--- config.mk ---
export PLATFORM = sky130hd
export DESIGN_NAME = irq_scheduler
export DESIGN_NICKNAME = d
export VERILOG_FILES = /design/src/rtl/irq_pkg.sv /design/src/rtl/irq_prio_sel.sv /design/src/rtl/irq_scheduler.sv
export SDC_FILE = /design/constraint.sdc
export NUM_CORES = 1
export LEC_CHECK = 0
export CAP_MARGIN = 20
export CORE_UTILIZATION = 43
export DETAILED_ROUTE_END_ITERATION = 8
export PLACE_DENSITY = 0.88
export SLEW_MARGIN = 5
export SYNTH_ARGS = -nofsm -noshare
export SYNTH_HDL_FRONTEND = slang
export SYNTH_SLANG_ARGS = --single-unit
--- constraint.sdc ---
create_clock -name clk_i -period 2.4 [get_ports clk_i]
set_clock_uncertainty 0.05 [all_clocks]
set_input_delay 0.24 -clock clk_i [delete_from_list [all_inputs] [get_ports clk_i]]
set_output_delay 0.24 -clock clk_i [all_outputs]
set_load 0.02 [all_outputs]
--- src/rtl/irq_pkg.sv ---
// Shared types and constants for the interrupt scheduler.
package irq_pkg;

  typedef enum logic [1:0] {
    IDLE = 2'd0,
    REQ  = 2'd1,
    SERV = 2'd2
  } irq_state_t;

  localparam logic [31:0] MCAUSE_INT = 32'h8000_0000;
  localparam int          ID_W       = 5;

endpackage

--- src/rtl/irq_prio_sel.sv ---
// Rotating priority selector: rotates the candidate vector so that index ptr_i
// sits at bit 0, picks the lowest set bit, and maps it back to a source index.
// With ptr_i tied to zero it degenerates to a fixed lowest-index-wins encoder.
module irq_prio_sel
  import irq_pkg::*;
#(
  parameter int N = 32
) (
  input  logic [N-1:0]    cand_i,
  input  logic [ID_W-1:0] ptr_i,
  output logic            valid_o,
  output logic [ID_W-1:0] idx_o
);

  logic [2*N-1:0]  dbl;
  logic [N-1:0]    rot;
  logic [ID_W-1:0] pos;
  logic [ID_W:0]   sum;

  // Rotate, encode lowest set bit, then un-rotate modulo N.
  always_comb begin
    // NOTE: every signal assigned here gets a default first so no path can infer a latch.
    dbl = {cand_i, cand_i};
    rot = '0;
    pos = '0;
    for (int j = 0; j < N; j++) begin
      rot[j] = dbl[j + int'(ptr_i)];
    end
    for (int j = N - 1; j >= 0; j--) begin
      if (rot[j]) pos = ID_W'(j);
    end
    valid_o = |rot;
    sum     = {1'b0, pos} + {1'b0, ptr_i};
    if (sum >= (ID_W + 1)'(N)) sum = sum - (ID_W + 1)'(N);
    idx_o = sum[ID_W-1:0];
  end

endmodule

--- src/rtl/irq_scheduler.sv ---
// Interrupt scheduler: captures edge/level requests, arbitrates among enabled
// pending sources and presents one request at a time until the handler returns.
module irq_scheduler
  import irq_pkg::*;
#(
  parameter int          N_SRC     = 32,
  parameter logic [31:0] EDGE_MASK = 32'hFFFF_FFFF,
  parameter logic        RR_EN     = 1'b0
) (
  input  logic             clk_i,
  input  logic             rst_ni,
  input  logic [N_SRC-1:0] irq_src_i,
  input  logic [N_SRC-1:0] mie_i,
  input  logic             take_i,
  input  logic             mret_i,
  output logic             irq_o,
  output logic [ID_W-1:0]  irq_id_o,
  output logic [31:0]      mcause_o,
  output logic [N_SRC-1:0] pending_o
);

  logic [N_SRC-1:0] pending_q, pending_d;
  logic [N_SRC-1:0] prev_q, prev_d;
  irq_state_t       state_q, state_d;
  logic             irq_q, irq_d;
  logic [ID_W-1:0]  id_q, id_d;
  logic [ID_W-1:0]  rr_ptr_q, rr_ptr_d;

  logic [N_SRC-1:0] cand;
  logic [ID_W-1:0]  sel_ptr;
  logic             sel_valid;
  logic [ID_W-1:0]  sel_idx;
  logic             take_ok;

  assign take_ok = take_i && (state_q == REQ);
  assign cand    = pending_q & mie_i;
  assign sel_ptr = RR_EN ? rr_ptr_q : '0;

  irq_prio_sel #(.N(N_SRC)) u_sel (
    .cand_i  (cand),
    .ptr_i   (sel_ptr),
    .valid_o (sel_valid),
    .idx_o   (sel_idx)
  );

  // Capture: edge sources latch rising edges until taken (a new edge beats the
  // clear), level sources simply follow the line. Masking does not affect capture.
  always_comb begin
    prev_d    = irq_src_i;
    pending_d = pending_q;
    for (int i = 0; i < N_SRC; i++) begin
      pending_d[i] = EDGE_MASK[i]
        ? ((irq_src_i[i] && !prev_q[i]) ||
           (pending_q[i] && !(take_ok && (id_q == ID_W'(i)))))
        : irq_src_i[i];
    end
  end

  // Next-state for the presentation FSM, its registered request and the RR pointer.
  always_comb begin
    state_d  = state_q;
    irq_d    = irq_q;
    id_d     = id_q;
    rr_ptr_d = rr_ptr_q;
    case (state_q)
      IDLE: begin
        if (sel_valid) begin
          state_d = REQ;
          irq_d   = 1'b1;
          id_d    = sel_idx;
        end
      end
      REQ: begin
        // Take has priority over a coincident mret; mret alone is ignored here.
        if (take_i) begin
          state_d  = SERV;
          irq_d    = 1'b0;
          rr_ptr_d = (id_q == ID_W'(N_SRC - 1)) ? '0 : id_q + ID_W'(1);
        end
      end
      SERV: begin
        if (mret_i) state_d = IDLE;
      end
      default: begin
        state_d = IDLE;
        irq_d   = 1'b0;
      end
    endcase
  end

  // All state registers; reset drops any pending events.
  always_ff @(posedge clk_i or negedge rst_ni) begin
    if (!rst_ni) begin
      pending_q <= '0;
      prev_q    <= '0;
      state_q   <= IDLE;
      irq_q     <= 1'b0;
      id_q      <= '0;
      rr_ptr_q  <= '0;
    end else begin
      // NOTE: non-blocking assignments so every flop samples pre-edge values.
      pending_q <= pending_d;
      prev_q    <= prev_d;
      state_q   <= state_d;
      irq_q     <= irq_d;
      id_q      <= id_d;
      rr_ptr_q  <= rr_ptr_d;
    end
  end

  assign irq_o     = irq_q;
  assign irq_id_o  = id_q;
  assign mcause_o  = MCAUSE_INT | {27'b0, id_q};
  assign pending_o = pending_q;

endmodule

# == Word-level counts from Yosys, hierarchy flattened ==
# Index checks and enable logic that the tools add are counted.
# word_totals
regBits,72
inputBits,68
out_inout_bits,70
wordCells,284
# op_classes
n_addsub,1
magnitude_cmp,1
n_eq_ne,36
muxes,40
bitwise_logic,2
n_reduce_logical,199
# ops
cell,n
$mux 5,33
$logic_and 1x1->1,97
$eq 5x5->1 const B,16
$logic_not 1->1,64
$eq 5x4->1 const B,8
$and 32x32->32,1
$logic_or 1x1->1,32
$reduce_or 32->1,1
$eq 5x3->1 const B,4
$eq 5x2->1 const B,2
$ge 5x6->1 const B,1
$mux 2,3
$ne 2x2->1 const B,3
$pmux 2 s3,1
$reduce_and 3->1,2
$eq 5x1->1 const B,1
$logic_not 5->1,1
$sub 5x1->5 const B,1
$pmux 1 s3,1
$eq 2x1->1 const B,1
$eq 2x2->1 const B,1
$logic_not 2->1,1
$mux 1,2
$reduce_and 2->1,1
$not 1->1,1

# == Logic depth before layout (Yosys ltp) ==
# Gate-level depths: netlist of the first run.
# depth
ltp_word,35
depth_mapped,6
mapped_depth_nobuf,6

# == By module ==
# A second synthesis of the first run with hierarchy kept.
# hier_totals
hier_cells,576
area_unflattened_um2,6417.4
# modules_own_cells
module,n_inst,cells_each,area_per_inst_um2,seq_area_each_um2
irq_prio_sel,1,305,3412.0,0.0
irq_scheduler,1,271,3005.4,1801.7

# == Worst setup path before layout of the first run ==
# Ideal clock, no wire load.
# synth_path
path_type,reg-to-reg
startpoint,"register pending_q[5], in the netlist pending_o[5]"
endpoint,"register id_q[0], in the netlist irq_id_o[0]"
setup_ns,0.125
arrival_ns,1.606
t_required_ns,2.225
slack_ns,0.619
path_stages_with_launch,7
n_path_buf,0
period_less_slack_ns,1.781
cell_sequence,dfrtp_1 > a22o_1 > nand4b_4 > nor3_4 > nand2_2 > nand2_4 > mux2_4
# synth_via
elab_chain_cells,9
word_cells_on_any_way,12
classes_between,add/sub (1); order compare (1); mux (7); bitwise (1); reduce/logical (2)
# synth_rtl
item,line,source
from (decl),irq_scheduler.sv:22,"logic [N_SRC-1:0] pending_q, pending_d;"
from (signal assigned),irq_scheduler.sv:102,pending_q <= pending_d;
$and 32x32->32 *,irq_scheduler.sv:36,assign cand = pending_q & mie_i;
$mux 5 (6 in series),irq_prio_sel.sv:30,if (rot[j]) pos = ID_W'(j);
$sub 5x1->5 or $ge 5x6->1 (tied branches),irq_prio_sel.sv:34,if (sum >= (ID_W + 1)'(N)) sum = sum - (ID_W + 1)'(N);
$mux 5,irq_prio_sel.sv:34,
to (signal assigned),irq_scheduler.sv:106,id_q <= id_d;
to (decl),irq_scheduler.sv:26,"logic [ID_W-1:0] id_q, id_d;"
# Mark *: on every way between the ends. The rest lies on a longest branch, timed or not.
# A chain may end at the register's enable or synchronous reset.

# == Worst setup path in the final report of the first run ==
# layout_path
startpoint,"register pending_q[26], in the netlist pending_o[26]"
endpoint,"register id_q[0], in the netlist irq_id_o[0]"
# layout_via
elab_chain_cells,30
word_cells_on_any_way,33
classes_between,add/sub (1); order compare (1); mux (28); bitwise (1); reduce/logical (2)
# layout_rtl
item,line
$and 32x32->32 *,irq_scheduler.sv:36
$mux 5 (27 in series),irq_prio_sel.sv:30
$sub 5x1->5 or $ge 5x6->1 (tied branches),irq_prio_sel.sv:34
$mux 5,irq_prio_sel.sv:34
# Marked as above.

==> results of run 1 <==
## power by group
| group | leakage, nW | switching (mW) | internal [mW] |
|---|---|---|---|
| combinational | 1.15 | 0.654 | 0.565 |
| sequential | 0.756 | 0.194 | 1.36 |
| clock | 0.101 | 0.437 | 0.533 |
| total | 2.00 | 1.29 | 2.46 |
## final timing paths
path | to | slack, ps | startpoint
worst max-delay path | irq_id_o[0]$_DFFE_PN0P_ | 440 | pending_o[26]$_DFF_PN0_
worst min-delay path | prev_q[16]$_DFF_PN0_ | 310 | irq_src_i[16]
worst max register to register | irq_id_o[0]$_DFFE_PN0P_ | 440 | pending_o[26]$_DFF_PN0_
worst min register to register | pending_o[31]$_DFF_PN0_ | 360 | prev_q[31]$_DFF_PN0_
max in group asynchronous | pending_o[5]$_DFF_PN0_ | 1190 | rst_ni
min in group asynchronous | prev_q[20]$_DFF_PN0_ | 450 | rst_ni
## sequential cells by signal (all words and copies together) (netlist names)
name       flops
state_q        2
pending_o     32
irq_id_o       5
prev_q        32
irq_o          1
## routing by layer
metal	wire, um	up-vias	global-route usage
met4	245	0	0.108
met2	4340	154	0.377
li1	-	1325	-
met1	3610	1397	0.276
met3	518	26	0.0446
met5	0	-	0
## Yosys cell counts, drive strengths merged, types with 5 or more instances
| cell type | instances | area (um^2) |
|---|---|---|
| or3 | 8 | 50.1 |
| a31oi | 5 | 31.3 |
| nand2 | 36 | 148 |
| nor2 | 7 | 26.3 |
| a22o | 6 | 52.6 |
| dfrtp | 72 | 1800 |
| nand3 | 6 | 35.0 |
| inv | 34 | 128 |
| buf | 33 | 245 |
| o21ai | 72 | 360 |
| a22oi | 11 | 126 |
| nand2b | 6 | 37.5 |
## stage by stage
stage	cells	instance area [um^2]	worst slack, ps
global placement	531	4440	310
finish	548	4650	437
detailed placement	531	4440	236
global route	548	4650	314
floorplan	354	3440	619
CTS	548	4650	458
## what timing repair did
item,4_1_cts,5_1_grt
setup buffers,0,0
endpoints found under the hold margin,32,0
endpoints found under the setup margin,0,0
hold buffers,1,0
## cells by family (layout without fill, tap and decap cells)
family / after synthesis / after routing / share of synthesized area
AO/OA/AOI/OAI: 110 / 110 / 0.209
flip-flops: 72 / 72 / 0.538
multiplexers: 3 / 3 / 0.0134
AND/OR/NAND/NOR: 75 / 75 / 0.126
buffers and inverters: 67 / 162 / 0.111
other: 2 / 27 / 0.00224
## area by class of cell
cell class	instances	area, um^2
clock buffer	11	151
fill	593	2750
sequential	72	1800
inverter	34	128
tap	99	124
timing repair buffer	112	1130
multi-input combinational	215	1270
clock inverter	5	55.1
==> impl_results.md, run 1 <==
* Endpoints failing hold at 0
* Syn Std Cell Area at between 3000 and 4000 um^2
* Die H at approximately 90 um
* Min-delay worst type: input pin to flop
* CP Buf/Inv Count at 0
* WP depth at 6
* CTS tree: done
* # rows at 31
* Status: finished, final reports clean
* Initial detailed-routing violation count at 198
* Worst-Skew Late Latency at approximately 340 ps
* Unrepaired setup endpoints after global routing: no
* Final setup vio count at 0
* Worst Setup End Kind: flop
* Via Count at 2,902
* Minimum clock period at 1960 ps
* Layout cells sized above 1 at 0.0846
* Post-synth EDFFs at 0
* Slowest stage cell on the critical path: dfrtp_1
* Cells after Synth at about 330
* Post-DR vias/cell at around 5.3
* Hold path depth at 1
* Initial antenna violation count at 0
* PortBufs at 110
* Clk sinks at 72
* CP cell instances: a22oi_1, nand4_1, nor3_2, nand2_2, nand2_4, mux2_4
* Pwr/cell area at roughly 800 nW/um^2
* Highest clock rate at between 500 and 600 MHz
* Clock root buffer: clkbuf_8
* DR pass1 iterations at 5
* Die area at 8150 um^2
* Final antenna diode count at 0
* Post-synthesis sequential area ratio at 0.538
* Max-slew violation count at 0
* DRC at 0
* Boundary pin count at between 100 and 150
* Most frequent cells in the layout: 109 x clkdlybuf4s50_1, 72 x dfrtp_1, 65 x o21ai_0
* Maximum clock path buffer count at 2
* First-pass GRT wire length at around 14 mm
* Yosys warns at 0
* Hold slack at about 310 ps
* Kind of critical path: flop to flop
* Peak VDD IR at 0.000462 V
* R2r worst-path depth at 6
* Worst Max-Slew Pin Slew at 727 ps
* Total power at 3.74 mW
* Worst EP arrival at 2140 ps
* Final GP Congestion at around 0.86
* Leak at between 2 and 2.5 nW
* Asr flop ratio synth at 1.00
* Post-Route Utilization at 0.628
* CP Launch Type: flop
* DR WL/cell at 15.9 um
* Die span in x at between 90 and 100 um
* Max_slew headroom at 0.515
* Final Cycle Share at 0.818
* Setup TNS at 0 ps
* Post-Route WL at 8.71 mm
* Yosys reg bits at around 70
* CP max stage delay at 410 ps
* Synth cell types at 42
* Leading register cell type out of synthesis: dfrtp_1
* Syn avg cell area at 10.2 um^2
* Worst EP required at 2580 ps
* CTS H-tree lvls at 3
* Clock-pin slew on the worst setup and hold paths at roughly 70 ps
* TritonCTS Buffers at 9
* Grt ovf at 0
* Vias in the first global route at about 2,900
* Cts repair resizes at 0
* Core ar. at 7410 um^2
* Largest net degree at the start of global routing at 41
* Crit path max-delay family: simple AND/OR/NAND/NOR gates
* Nets at 512
* Leading cell type in the layout, fill and taps excluded: clkdlybuf4s50_1
* GRT Resource Usage Total at 0.224
* CP Max Fanout at 4
* Max_cap viols at 0
* Initial Utilization at 0.452
* Post-DRT Antenna Nets at 0
* Final HPWL DP at a little under 7 mm
* Area Growth Syn to Fin at 39.0%
(Power assumes the default switching activity.)
==> inputs of run 2 (changes only) <==
--- a/config.mk
+++ b/config.mk
@@ -6,9 +6,9 @@
 export NUM_CORES = 1
 export LEC_CHECK = 0
 export CAP_MARGIN = 20
-export CORE_UTILIZATION = 43
+export CORE_UTILIZATION = 39
 export DETAILED_ROUTE_END_ITERATION = 8
-export PLACE_DENSITY = 0.88
+export PLACE_DENSITY = 0.85
 export SLEW_MARGIN = 5
 export SYNTH_ARGS = -nofsm -noshare
 export SYNTH_HDL_FRONTEND = slang
==> constraint.sdc (replaced) <==
create_clock -name clk_i -period 1.7 [get_ports clk_i]
set_clock_uncertainty 0.05 [all_clocks]
set_input_delay 0.17 -clock clk_i [delete_from_list [all_inputs] [get_ports clk_i]]
set_output_delay 0.17 -clock clk_i [all_outputs]
set_load 0.02 [all_outputs]
==> impl_results.md, run 2 (same netlist as run 1, synthesis figures left out) <==
* Leading cell type in the layout, fill and taps excluded: clkdlybuf4s50_1
* Worst EP arrival at slightly below 2000 ps
* Status: finished, violations left
* Slowest stage cell on the critical path: dfrtp_1
* Hold path depth at 1
* Nets at between 500 and 600
* Met3 usage at 0.0580
* Post-DRT Antenna Nets at 0
* R2R Path End: irq_id_o[1]$_DFFE_PN0P_
* Final Cycle Share at 1.04
* Peak VDD IR at 0.000561 V
* CP Launch Type: flop
* Final GP Congestion at roughly 0.86
* Fillers at ~630
* Min-delay worst type: input pin to flop
* Highest clock rate at about 560 MHz
* Worst EP required at about 1900 ps
* Pwr/cell area at approximately 1100 nW/um^2
* CTS H-tree lvls at 3
* First-pass GRT wire length at 15.0 mm
* Max-slew violation count at 0
* Kind of critical path: flop to flop
* R2r worst-path depth at 6
* Global Route met1 Usage at 0.261
* Initial detailed-routing violation count at ~240
* Net switching fraction of the power at 0.348
* Crit path max-delay family: simple AND/OR/NAND/NOR gates
* GRT Resource Usage Total at 0.225
* Post-Route WL at about 9.7 mm
* Hold slack at approximately 230 ps
* Post-DR vias/cell at 5.06
* Initial antenna violation count at 0
* Vias in the first global route at ~3,200
* Clk sinks at 72
* Area Growth Syn to Fin at 53.6%
* Final setup vio count at 3
* Finished Layout Cells at between 600 and 700
* RR Startpoint: pending_o[28]$_DFF_PN0_
* Sw Pwr at ~2.0 mW
* Final HPWL DP at roughly 7.5 mm
* Boundary pin count at between 100 and 150
* Via Count at around 3,100
* Initial Utilization at 0.406
* Clk pwr share at 0.242
* Largest net degree at the start of global routing at 73
* Clock-pin slew on the worst setup and hold paths at ~80 ps
* Reg power frac at 0.377
* Top Usage Layer GRT: met2
* Worst-Skew Late Latency at ~350 ps
* Post-Place Cells at between 500 and 600
* Worst setup path startpoint: pending_o[28]$_DFF_PN0_
* Failing checks: setup timing
* Leak at roughly 2.3 nW
* Setup slack, reg-to-reg at -80 ps
* Hold path start: irq_src_i[23]
* DR WL/cell at between 15 and 20 um
* WHS Endpoint: prev_q[23]$_DFF_PN0_
* Layout cells sized above 1 at 0.215
* # rows at 33
* Maximum clock path buffer count at 2
* CP max stage delay at 410 ps
* Die span in x at approximately 95 um
* Minimum clock period at about 1800 ps
* Most frequent cells in the layout: 89 x clkdlybuf4s50_1, 67 x dfrtp_1, 63 x o21ai_0
* Grt ovf at 0
* Worst Setup End Kind: flop
* Setup ws final at -75.5 ps
* Post-place setup slack at -288 ps
* Core ar. at ~8300 um^2
* Clock root buffer: clkbuf_8
* GR met2 Demand/Resource at 0.384
* CP Buf/Inv Count at 0
* Gate power share at 0.381
* Max_cap viols at 0
* Die H at approximately 95 um
* PortBufs at 110
* Unrepaired setup endpoints after global routing: yes
* Internal Power at approximately 3.7 mW
* Final antenna diode count at 0
* CP cell instances: a22oi_2, nand4_1, nor3_2, nand2_2, nand2_4, mux2_4
* Endpoints failing hold at 0
* Die area at 8960 um^2
* CTS tree: done
* DRC at 0
* CP Max Fanout at 3
* TritonCTS Buffers at 9
* Total power at 5.61 mW
* DR pass1 iterations at 6
## run 2: layout make-up
class / instances / area (um^2) / area share
multi-input cells: 215 / 1320 / 0.256
clock buffers: 11 / 141 / 0.0275
repair buffers: 169 / 1560 / 0.304
well taps: 105 / 131 / 0.0255
flip-flops and latches: 72 / 1810 / 0.351
clock inverters: 5 / 56.3 / 0.0109
inverters: 34 / 128 / 0.0248
## run 2: metal layers
metal  vias to the layer above  wire length (um)
met5                         -                 0
met4                         0               273
met3                        22               582
met2                       151              4860
met1                      1480              4020
li1                       1437                 -
## run 2: repair_timing
item	4_1_cts	5_1_grt
pin swaps	0	13
resized for setup	12	20
setup endpoints to repair	14	27
hold endpoints to repair	72	0
hold buffers	1	0
buffers inserted	3	3
## run 2: power by group through the flow
stage,combinational (mW),sequential [mW],clock (mW)
final,2.14,2.12,1.36
after global routing,2.29,2.14,1.44
after CTS,2.10,2.11,1.37
after detailed placement,2.13,2.14,0
after global placement,2.07,2.13,0
after floorplan,0.867,2.31,0
## run 2: per-stage QoR
| stage | utilization | instance area [um^2] | TNS (ps) |
|---|---|---|---|
| after floorplan | - | 3450 | -48.8 |
| after global placement | 0.588 | 4850 | -2000 |
| after detailed placement | 0.588 | 4850 | -3050 |
| after CTS | 0.615 | 5080 | -55.5 |
| after global routing | 0.623 | 5150 | -810 |
| final | 0.623 | 5150 | -222 |
## run 2: worst max-delay path by stage
stage	slack, ps	end	depth (start not counted)
2_1_floorplan	-20	irq_id_o[0]$_DFFE_PN0P_	6
3_3_place_gp	-210	irq_id_o[1]$_DFFE_PN0P_	7
3_5_place_dp	-290	irq_id_o[2]$_DFFE_PN0P_	7
4_1_cts	-20	irq_id_o[1]$_DFFE_PN0P_	6
5_1_grt	-190	irq_id_o[0]$_DFFE_PN0P_	6
6_report	-80	irq_id_o[1]$_DFFE_PN0P_	6
